**src/rtl/alu_pipe.sv**
```systemverilog
// alu_pipe: two-stage valid/ready pipelined ALU.
//   S1 registers the operand/opcode bundle; S2 registers the signed result and
//   its zero flag. Both stages advance under a ready chain, so the pipe keeps
//   one result per cycle and holds every stage stable under backpressure.
// Ports:
//   clk, rst                 clock, asynchronous active-high reset
//   in_valid, in_ready       input handshake (in_ready is combinational)
//   A, B [WIDTH-1:0]         unsigned operands
//   op_code [2:0]            ADD SUB AND OR XOR SHL SHR CMP
//   out_valid, out_ready     output handshake
//   C [WIDTH+1:0]            two's-complement result
//   zero_flag                C == 0, qualified by out_valid
//   op_count [CNT_W-1:0]     saturating count of consumed results
module alu_pipe #(
   parameter int unsigned WIDTH = 4,
   parameter int unsigned CNT_W = 16
) (
   input  logic             clk,
   input  logic             rst,
   input  logic             in_valid,
   output logic             in_ready,
   input  logic [WIDTH-1:0] A,
   input  logic [WIDTH-1:0] B,
   input  logic [2:0]       op_code,
   output logic             out_valid,
   input  logic             out_ready,
   output logic [WIDTH+1:0] C,
   output logic             zero_flag,
   output logic [CNT_W-1:0] op_count
);

   localparam int unsigned CW = WIDTH + 2;

   localparam logic [2:0] OP_ADD = 3'b000;
   localparam logic [2:0] OP_SUB = 3'b001;
   localparam logic [2:0] OP_AND = 3'b010;
   localparam logic [2:0] OP_OR  = 3'b011;
   localparam logic [2:0] OP_XOR = 3'b100;
   localparam logic [2:0] OP_SHL = 3'b101;
   localparam logic [2:0] OP_SHR = 3'b110;
   localparam logic [2:0] OP_CMP = 3'b111;

   logic             s1_valid;
   logic [WIDTH-1:0] s1_a;
   logic [WIDTH-1:0] s1_b;
   logic [2:0]       s1_op;

   logic             s2_valid;
   logic [CW-1:0]    s2_c;
   logic             s2_zero;
   logic [CNT_W-1:0] cnt;

   logic             s1_adv;
   logic             s2_adv;
   logic             out_xfer;
   logic [CW-1:0]    a_x;
   logic [CW-1:0]    b_x;
   logic [CW-1:0]    res;

   // Ready chain: a stage may load when empty or when its contents move on.
   assign s2_adv   = !s2_valid || out_ready;
   assign s1_adv   = !s1_valid || s2_adv;
   assign in_ready = s1_adv;
   assign out_xfer = s2_valid && out_ready;

   // Result of the bundle held in S1, computed at full WIDTH+2 precision.
   always_comb begin
      a_x = CW'(s1_a);
      b_x = CW'(s1_b);
      res = '0;
      case (s1_op)
         OP_ADD: res = a_x + b_x;
         OP_SUB: res = a_x - b_x;
         OP_AND: res = a_x & b_x;
         OP_OR:  res = a_x | b_x;
         OP_XOR: res = a_x ^ b_x;
         OP_SHL: res = a_x << 1;
         OP_SHR: res = a_x >> 1;
         OP_CMP: begin
            if (s1_a > s1_b)      res = CW'(1);
            else if (s1_a < s1_b) res = '1;
            else                  res = '0;
         end
      endcase
   end

   // Stage 1: operand capture.
   always_ff @(posedge clk or posedge rst) begin
      if (rst) begin
         s1_valid <= 1'b0;
         s1_a     <= '0;
         s1_b     <= '0;
         s1_op    <= '0;
      end else if (s1_adv) begin
         s1_valid <= in_valid;
         if (in_valid) begin
            s1_a  <= A;
            s1_b  <= B;
            s1_op <= op_code;
         end
      end
   end

   // Stage 2: result and flag; held untouched while stalled.
   always_ff @(posedge clk or posedge rst) begin
      if (rst) begin
         s2_valid <= 1'b0;
         s2_c     <= '0;
         s2_zero  <= 1'b0;
      end else if (s2_adv) begin
         s2_valid <= s1_valid;
         if (s1_valid) begin
            s2_c    <= res;
            s2_zero <= (res == '0);
         end
      end
   end

   // Consumed-result counter, saturating at all ones.
   always_ff @(posedge clk or posedge rst) begin
      if (rst) begin
         cnt <= '0;
      end else if (out_xfer && (cnt != '1)) begin
         cnt <= cnt + CNT_W'(1);
      end
   end

   assign out_valid = s2_valid;
   assign C         = s2_c;
   assign zero_flag = s2_zero;
   assign op_count  = cnt;

endmodule

```
**config.mk**
```make
export PLATFORM = sky130hd
export DESIGN_NAME = alu_pipe
export DESIGN_NICKNAME = d
export VERILOG_FILES = /design/src/rtl/alu_pipe.sv
export SDC_FILE = /design/constraint.sdc
export NUM_CORES = 1
export LEC_CHECK = 0
export CAP_MARGIN = 0
export CORE_MARGIN = 2
export CORE_UTILIZATION = 45
export CTS_CLUSTER_DIAMETER = 80
export DETAILED_ROUTE_END_ITERATION = 6
export MAX_ROUTING_LAYER = met4
export PLACE_DENSITY = 0.82
export SLEW_MARGIN = 20
export SYNTH_ARGS = -nofsm -noshare
export SYNTH_HDL_FRONTEND = slang
export SYNTH_SLANG_ARGS = --single-unit
```
**constraint.sdc**
```tcl
create_clock -name clk -period 2.8 [get_ports clk]
set_input_delay 0.56 -clock clk [delete_from_list [all_inputs] [get_ports clk]]
set_output_delay 0.56 -clock clk [all_outputs]
set_load 0.1 [all_outputs]
```
* Word level (Yosys, flattened, before mapping)
Cells that the tools add are included.
Cells by class: $add $sub $neg 3, order comparisons 2, equal/unequal tests 8, multiplexer cells 3, bitwise gates (word level) 3, reductions and logical operators 10
Operators with widths (number):
- 6-bit case mux with 8 select lines | 1
- 16-bit by 1-bit adder with 16-bit output, second input constant | 1
- 16-bit inequality test, second input constant | 1
- 3-bit == test, second input constant | 4
- 6-bit two-way mux | 2
- 3-bit by 2-bit == test with 1-bit output, second input constant | 2
- 6-bit zero test | 1
- 4-bit by 4-bit adder with 5-bit output | 1
- 4-bit by 4-bit subtractor with 5-bit output | 1
- 4-bit AND | 1
- 4-bit > comparator | 1
- 4-bit less-than comparator | 1
- 4-bit bitwise OR | 1
- 2-bit AND reduction | 2
- 4-bit bitwise XOR | 1
- 3-bit by 1-bit == test with 1-bit output, second input constant | 1
- 3-bit zero test | 1
- 1-bit logical AND | 2
- 1-bit zero test | 2
- 1-bit logical OR | 2
Storage, ports and cells: bits in registers 36, input port bits 15, logic and storage cells 37

* Depth between registers and ports, before layout
Gate-level depths: netlist of the first run.
depth after elaboration 5, gate-level depth with buffers 10, gate-level depth less buffers 10

* Worst setup path before layout of the first run
Ideal clock, no wire load.
path type register to register, start point register s2_valid, in the netlist out_valid, end point register s1_a[0], setup time 125 ps, arrival 3014 ps, path slack -339 ps, cell stages (with the launch flop) 5, period minus slack after synthesis 3139 ps, cell sequence dfrtp_1 > nand3b_1 > nand2_1 > clkbuf_1 > mux2_2
On the way: cells in the longest elaborated chain, start to end 4
RTL lines:
- from (decl) | RTL line 48 | logic s2_valid;
- from (signal assigned) | RTL line 111 | s2_valid <= s1_valid;
- 1-bit zero test | RTL line 61 | assign s2_adv = !s2_valid || out_ready;
- 1-bit logical OR | RTL line 61
- 1-bit logical OR | RTL line 62 | assign s1_adv = !s1_valid || s2_adv;
- net in_ready | RTL line 21 | output logic in_ready,
- 2-bit AND reduction (no line)
- to (signal assigned) | RTL line 91 | s1_a <= '0;
- to (signal assigned) | RTL line 97 | s1_a <= A;
- to (decl) | RTL line 44 | logic [WIDTH-1:0] s1_a;
The timed path passes the listed nets, and every way through them passes these cells. A chain may end at the register's enable or synchronous reset.

* Final worst setup path of the first run
start point register s1_a[1], end point register s2_zero, in the netlist zero_flag
On the way: cells in the longest elaborated chain, start to end 5, elaborated cells on any way between the ends 11
RTL lines:
- 4-bit less-than comparator | RTL line 81 | else if (s1_a < s1_b) res = '1;
- 6-bit two-way mux | RTL line 81
- 6-bit two-way mux | RTL line 80 | if (s1_a > s1_b) res = CW'(1);
- 6-bit case mux with 8 select lines (*) | RTL line 71 | case (s1_op)
- 6-bit zero test (*) | RTL line 114 | s2_zero <= (res == '0);
- to (signal assigned) | RTL line 114
- to (decl) | RTL line 50 | logic s2_zero;
Mark *: on every way between the ends. The rest lies on a longest branch, timed or not.

==> impl_results.md, run 1 <==
- Routability Congestion: 0.915
- Worst hold path depth: 2
- Ys flop type: dfrtp_1
- Pwr Total: 2.36 mW
- R2R depth: 8
- Sequential fraction of design power: 32.3%
- Max Root-Sink Buffers: 2
- Period utilization: 81.7%
- Psw: 1.22 mW
- Int Pwr: 1.14 mW
- R2R Path End: zero_flag$_DFFE_PP0P_
- Pre-CTS setup slack: 377 ps
- R2r startpoint: s1_a[1]$_DFFE_PP0P_
- Most frequent cell after synthesis: dfrtp_1
- Number of antenna diodes: 0
- Ports: 40
- Hold Buf Count CTS: 0
- Total routed wirelength: 4370 um
- Final Hold Fails: 0
- Switch share: 51.9%
- Sink Count: 36
- Crit Path Max Fanout: 6
- Max Fclk: 437 MHz
- Initial Utilization: 46.3%
- Startpoint Class: flip-flop
- Clock transition at the registers of the reported paths: 80 ps
- FFs w/ async S/R, synth: 100%
- Final Critical Period: 2290 ps
- First-pass DRT Iterations: 4
- Overflow after GRT: 0
- Die Height: 73.2 um
- Post CTS Setup Buffer Count: 0
- Worst VDD drop: 0.000503 V
- Core ar.: 0.00466 mm2
- Hold Path Sink: C[4]$_DFFE_PP0P_
- Die Wd: 73.2 um
- Commonest cells in the netlist: 36 x dfrtp_1, 18 x inv_1, 13 x ha_1, 13 x nand2_1
- FF-to-FF setup slack: 510 ps
- Setup Crit Path Kind: reg2reg
- Nets: 282
- Cts bufs inserted: 5
- Largest area contributor in the netlist: dfrtp_1
- H-tree depth: 2
- Area grow syn2layout: 22.4%
- #FFs+latches synth: 36
- # rows: 25
- Max-cap viol count: 0
- Layout cells sized above 1: 21.7%
- CP endpoint kind: flip-flop
- Worst Hold Class: reg2reg
- Largest net degree at the start of global routing: 37
- Count of final setup violators: 0
- GRT Util Overall: 18.8%
- Worst rel slew slack: 63.7%
- Critical Path RT: 3030 ps
- DRC Markers: 0
- P_leak: 1.23 nW
- First-pass GRT wire length: 7430 um
- Yosys warns: 0
- TritonCTS clock tree: built
- Port buffer count: 39
- Syn_nets: 241
- Clk root buf: clkbuf_8
- EDFF count, synth: 0
- Yosys cell types: 48
- RSZ-0062 raised after global routing: false
- Hpwl dp: 3290 um
- Via-per-instance ratio: 5.46
- Critical Path AT: 2520 ps
- PnR worst setup slack: 511 ps
- Cell area after synthesis: 0.00216 mm2
- Clk pwr share: 15.6%
- Pwr Density: 893 mW/mm2
- Vias in the first global route: 1555
- First DRT Iteration DRCs: 105
- Status: finished clean
- Per-cell routed wire length: 14.2 um
- CTS resizes: 0
- Critical path cell sequence: inv_1 > ha_1 > o21bai_1 > a21oi_1 > o21ai_1 > o211ai_1 > o21ai_0 > a32o_1
- DIE AREA: 0.00536 mm2
- Top cells by area, synth: dfrtp_1 42%, ha_1 7.5%, mux2_2 6.3%
- Setup TNS: 0 ps
- Fin util: 56.7%
- ANT nets after route: 0
- Post-synthesis sequential area ratio: 41.8%
- Initial antenna violation count: 0
- Hold path startpoint: C[4]$_DFFE_PP0P_
- Slew Limit Fails: 0
- Worst-margin pin slew: 544 ps
- Routed vias: 1677
- Yosys top cell area share: 41.8%
- Max incr delay on CP: 480 ps
- Clk_lat worst skew: 300 ps
- Combinational Power Share: 52.1%
- Avg Cell Area, Syn: 10.2 um2
- Clk_skew: 8.52 ps
- Mapped Cells: 211
- Slowest CP cell: dfrtp_1
==> cell usage in the layout (no fill, tap or decap), types with 5 or more instances in the layout <==
cell type        instances
nand3_1                  5
mux2_2                  12
nor2_1                   7
xnor2_1                  8
dfrtp_1                 35
buf_4                   26
nor3_1                   6
a31oi_1                  5
inv_1                   18
nand2b_1                 6
nand2_1                 13
ha_1                    13
a21oi_1                 10
clkbuf_8                 5
clkdlybuf4s50_1         14
o21ai_0                 11
xor2_1                   8
==> power groups by stage <==
| stage | Sequential [mW] | Clock, mW | Combinational (mW) |
|---|---|---|---|
| 3_3_place_gp | 0.770 | 0 | 1.22 |
| 3_5_place_dp | 0.774 | 0 | 1.23 |
| 2_1_floorplan | 1.33 | 0 | 0.395 |
| 4_1_cts | 0.764 | 0.374 | 1.23 |
| 6_report | 0.763 | 0.368 | 1.23 |
| 5_1_grt | 0.786 | 0.400 | 1.30 |
==> routing by layer <==
layer	share of wire (%)	global-route usage, %	vias to the layer above
met4	1.4	6.58	0
li1	-	-	836
met1	46	24.8	787
met3	5.4	4.42	6
met2	47	28.2	48
met5	0	-	-
==> sequential cells by signal (all words and copies together) (netlist names) <==
signal,cells
s1_op,3
zero_flag,1
op_count,16
s1_valid,1
out_valid,1
C,6
s1_a,4
s1_b,4
==> layout make-up <==
| type | count | area [um2] |
|---|---|---|
| clock inverters | 3 | 18.8 |
| fillers | 399 | 2020 |
| flip-flops and latches | 36 | 902 |
| clock buffers | 5 | 68.8 |
| multi-input cells | 150 | 1160 |
| repair buffers | 41 | 355 |
| inverters | 18 | 67.6 |
| well taps | 54 | 67.6 |
==> cells by family after synthesis <==
family / Yosys count / share of synthesized area [%]
flops: 36 / 41.8
buf+inv: 25 / 4.41
xor+xnor: 16 / 6.50
fa+ha+maj: 15 / 9.40
mux: 14 / 7.42
compound gates: 48 / 14.6
simple gates: 57 / 15.9
==> critical path: cells and delay by family (launching register included) <==
family          cells  cell delay [ps]
compound gates      6             1280
fa+ha+maj           1              360
buf+inv             1              110
flops               1              480
==> worst max-delay path by stage <==
stage	slack, ps	from	end	cells after the start
floorplan	60	out_valid$_DFFE_PP0P_	s1_a[0]$_DFFE_PP0P_	4
global placement	510	s1_a[1]$_DFFE_PP0P_	zero_flag$_DFFE_PP0P_	8
detailed placement	380	s1_a[1]$_DFFE_PP0P_	zero_flag$_DFFE_PP0P_	8
CTS	360	s1_a[1]$_DFFE_PP0P_	zero_flag$_DFFE_PP0P_	8
global route	190	s1_a[1]$_DFFE_PP0P_	zero_flag$_DFFE_PP0P_	8
finish	510	s1_a[1]$_DFFE_PP0P_	zero_flag$_DFFE_PP0P_	8
==> metrics by stage <==
step	hold WS, ps	std cells	cell area [um2]
global placement	464	299	2550
finish	493	307	2640
global route	520	307	2640
CTS	497	307	2640
floorplan	479	211	2160
detailed placement	480	299	2550
Note: power is estimated with default switching activity, not from simulation.
==> run 2, diff against run 1 <==
Clock period 2.8 ns to 2.18 ns, I/O delays scaled along.
==> impl_results.md, run 2 (synthesis results as in run 1) <==
- P_leak: 1.30 nW
- Setup TNS: 0 ps
- Commonest non-fill, non-tap cell in the layout: buf_4
- DIE AREA: 0.00536 mm2
- Total routed wirelength: 4700 um
- Worst hold path depth: 2
- Pwr Density: 1160 mW/mm2
- First-pass GRT wire length: 7790 um
- Worst-margin pin slew: 457 ps
- Crit Path Max Fanout: 2
- Initial antenna violation count: 0
- Nets: 298
- Port buffer count: 39
- Critical Path AT: 2260 ps
- Max Root-Sink Buffers: 2
- Final Hold Fails: 0
- Slowest CP cell: fa_2
- Placed Cells: 314
- Number of antenna diodes: 0
- Clk root buf: clkbuf_8
- Overflow after GRT: 0
- Critical Path RT: 2360 ps
- Die Wd: 73.2 um
- DRC Markers: 0
- Routability Congestion: 0.899
- Cts bufs inserted: 5
- H-tree depth: 2
- CP endpoint kind: flip-flop
- Routed vias: 1750
- ANT nets after route: 0
- Met3 Wirelength: 189 um
- Most frequent cells in the layout: 42 x buf_4, 25 x dfrtp_1, 17 x inv_1
- Vias in the first global route: 1680
- PnR worst setup slack: 98.5 ps
- Max Fclk: 480 MHz
- Initial Utilization: 46.3%
- Pre-CTS setup slack: -48.1 ps
- R2R depth: 10
- Ports: 40
- Hpwl dp: 3620 um
- First DRT Iteration DRCs: 107
- First-pass DRT Iterations: 4
- Die Height: 73.2 um
- Fin cells: 323
- Hold_ws: 482 ps
- GRT Util Overall: 19.5%
- Startpoint Class: flip-flop
- Final Critical Period: 2080 ps
- Layout cells sized above 1: 32.7%
- Critical path cell sequence: inv_2 > ha_4 > inv_1 > fa_2 > nand2b_1 > a311oi_1 > a21oi_1 > nand3_1 > a211oi_1 > a32o_1
- Hold Buf Count CTS: 0
- Per-cell routed wire length: 14.5 um
- Area grow syn2layout: 31.3%
- DP Area: 0.00268 mm2
- Met2 WL: 2220 um
- Worst rel slew slack: 69.5%
- Setup Crit Path Kind: reg2reg
- # fillers: 417
- Clock transition at the registers of the reported paths: 70 ps
- Core ar.: 0.00466 mm2
- Cell area after layout: 0.00283 mm2
- Sink Count: 36
- Wl on met1: 2230 um
- Via-per-instance ratio: 5.42
- Period utilization: 95.5%
- Worst Hold Class: reg2reg
- TritonCTS clock tree: built
- Max reg flops: 16
- Worst VDD drop: 0.000527 V
- Clk_lat worst skew: 290 ps
- Clk_skew: 6.54 ps
- # rows: 25
- Slew Limit Fails: 0
- Count of final setup violators: 0
- Largest net degree at the start of global routing: 37
- Pwr Total: 3.28 mW
- Top Metal Used: met4
- Max-cap viol count: 0
- Status: finished clean
- Fin util: 60.8%
- Max incr delay on CP: 510 ps
==> run 2: worst max-delay path, delay by kind of cell, from the launching register on <==
kind / cells / cell delay (ps)
flip-flops: 1 / 390
AO/OA/AOI/OAI: 4 / 630
adder cells (fa/ha/maj): 2 / 640
buffers and inverters: 2 / 140
AND/OR/NAND/NOR: 2 / 160
==> run 2: worst paths after layout <==
check | startpoint | endpoint | slack, ps
setup / recovery | s1_a[0]$_DFFE_PP0P_ | zero_flag$_DFFE_PP0P_ | 100
hold / removal | C[4]$_DFFE_PP0P_ | C[4]$_DFFE_PP0P_ | 480
setup reg to reg | s1_a[0]$_DFFE_PP0P_ | zero_flag$_DFFE_PP0P_ | 100
hold reg to reg | C[4]$_DFFE_PP0P_ | C[4]$_DFFE_PP0P_ | 480
max in group asynchronous | rst | op_count[6]$_DFFE_PP0P_ | 1280
min in group asynchronous | rst | s1_valid$_DFFE_PP0N_ | 550
==> run 2: final cells by class <==
type                       count  area (um2)  share of cell area (%)
clock buffer                   5        68.8                    2.43
clock inverter                 3        42.5                    1.50
inverter                      18        67.6                    2.39
multi-input combinational    150        1190                    42.1
sequential                    36         917                    32.4
tap                           54        67.6                    2.39
timing repair buffer          57         475                    16.8
==> run 2: report_power, final <==
| part | leakage (nW) | total (mW) | internal, mW | switching, mW |
|---|---|---|---|---|
| combinational | 0.825 | 1.73 | 0.511 | 1.22 |
| sequential | 0.424 | 0.956 | 0.809 | 0.147 |
| clock | 0.0541 | 0.590 | 0.338 | 0.251 |
==> run 2: per-layer routing <==
metal | track usage (%) | vias to the layer above
met5 | - | -
met4 | 5.14 | 0
met3 | 4.70 | 5
met2 | 29.8 | 40
met1 | 25.9 | 839
li1 | - | 866
==> run 2: timing repair <==
item,4_1_cts,5_1_grt
pin swaps,1,4
endpoints found under the setup margin,1,4
resized for setup,1,10
setup buffers,0,1
==> variant (config.mk and constraints of run 2) <==
The parameter `CNT_W` goes from 16 to 12.
--- a/src/rtl/alu_pipe.sv
+++ b/src/rtl/alu_pipe.sv
@@ -13,7 +13,7 @@
 //   op_count [CNT_W-1:0]     saturating count of consumed results
 module alu_pipe #(
    parameter int unsigned WIDTH = 4,
-   parameter int unsigned CNT_W = 16
+   parameter int unsigned CNT_W = 12
 ) (
    input  logic             clk,
    input  logic             rst,
Interface: changed (resized op_count); port bits go from 40 to 36. No check against the original RTL was run, so the function may have changed too.
==> variant against run 2 <==
Wire length shrank 6.6%; setup slack lost 0.041 ns; synthesized area down 7.8%; fmax down 1.9%; total power decreased by 3.1%; global-route usage grew 0.51 points; sequential cell count is 4 lower; cell area shrank 7.9%; first-iteration DRC count down 34%; critical path type unchanged; highest routed layer unchanged.
==> variant: results (changes against run 2) <==
- WL met2: 2140 µm (was 2220 µm)
- Worst vdd ir: 981 µV (was 527 µV)
- Yosys cell types: 45 (was 48)
- DR iter-0 viols: 71 (was 107)
- Total track usage: 20.0% (was 19.5%)
- Global-route wire length before repair: 7640 µm (was 7790 µm)
- Final Skew: 0.00425 ns (was 0.00654 ns)
- Fill count: 375 (was 417)
- Layout cells sized above 1: 30.9% (was 32.7%)
- Met1 Resource Use GR: 26.1% (was 25.9%)
- Synthesized area per cell: 10.4 µm² (was 10.2 µm²)
- Switching pwr: 1.58 mW (was 1.62 mW)
- Largest net degree at the start of global routing: 24 (was 37)
- Met3 usage: 5.19% (was 4.70%)
- Status: finished clean (unchanged)
- Routed wire length per instance: 14.7 µm (was 14.5 µm)
- Synth top cells by count: dfrtp_1, inv_1, nor2_1 (was dfrtp_1, inv_1, ha_1, nand2_1)
- Vias: 1641 (was 1750)
- Leak Pwr: 1.19 nW (was 1.30 nW)
- Vias in the first global route: 1606 (was 1680)
- Max FFs per register: 12 (was 16)
- Post-placement cell area: 2430 µm² (was 2680 µm²)
- Fin nets: 275 (was 298)
- Dpl ws: 0.0409 ns (was -0.0481 ns)
- Final wirelength: 4380 µm (was 4700 µm)
- Critical Path AT: 2.30 ns (was 2.26 ns)
- Sequential area share after synthesis: 40.3% (was 41.8%)
- Largest cells by area after synthesis: dfrtp_1, ha_1, mux2_2 (unchanged)
- Placed insts: 286 (was 314)
- Post-Syn Nets: 221 (was 241)
- Worst Path Max Fanout: 3 (was 2)
- Min-Delay Path Class: input port to async pin (was flip-flop to flip-flop)
-- variant: worst paths after layout --
path / start / to / slack [ns]
setup reg to reg: s1_a[0] / zero_flag / 0.06
max in group asynchronous: rst / s1_a[3] / 1.24
setup / recovery: s1_a[0] / zero_flag / 0.06
hold / removal: rst / C[5] / 0.45
min in group clk: C[3] / C[3] / 0.50
hold reg to reg: C[3] / C[3] / 0.50
-- variant: worst max-delay path, stage by stage, from the launching register on --
cell and delay (ns):
dfrtp_1 0.37, buf_4 0.12, buf_4 0.10, ha_1 0.18
inv_1 0.07, fa_1 0.40, nor2_1 0.11, o21ai_0 0.09
a32o_1 0.23, nor2b_1 0.13, a32o_1 0.24
-- variant: cells by family (layout without fill, tap and decap cells) --
group | after synthesis | count (layout) | share of synthesized area, %
compound gates | 40 | 40 | 14.9
mux | 18 | 18 | 9.94
buf+inv | 22 | 77 | 6.04
xor+xnor | 14 | 14 | 6.17
flops | 32 | 32 | 40.3
fa+ha+maj | 15 | 15 | 10.2
simple gates | 50 | 50 | 12.5
-- variant: what timing repair did --
item                       in CTS  in global routing
buffers inserted                0                  4
setup endpoints to repair       0                  4
hold buffers                    0                  0
gates resized for setup         0                 10
hold endpoints to repair        0                  0
-- variant: cell type report --
type | instances | area share [%]
Inverter | 15 | 2.16
Sequential cell | 32 | 31.0
Clock buffer | 6 | 2.78
Tap cell | 52 | 2.50
Clock inverter | 2 | 1.34
Timing Repair Buffer | 54 | 17.9
Multi-Input combinational cell | 137 | 42.4
-- variant: power groups by stage --
stage                     Sequential, mW  Clock (mW)  Combinational (mW)
after floorplan                     1.62           0               0.558
after global placement             0.896           0                1.65
after detailed placement           0.901           0                1.67
after CTS                          0.891       0.572                1.68
after global routing               0.920       0.603                1.82
final                              0.892       0.559                1.72
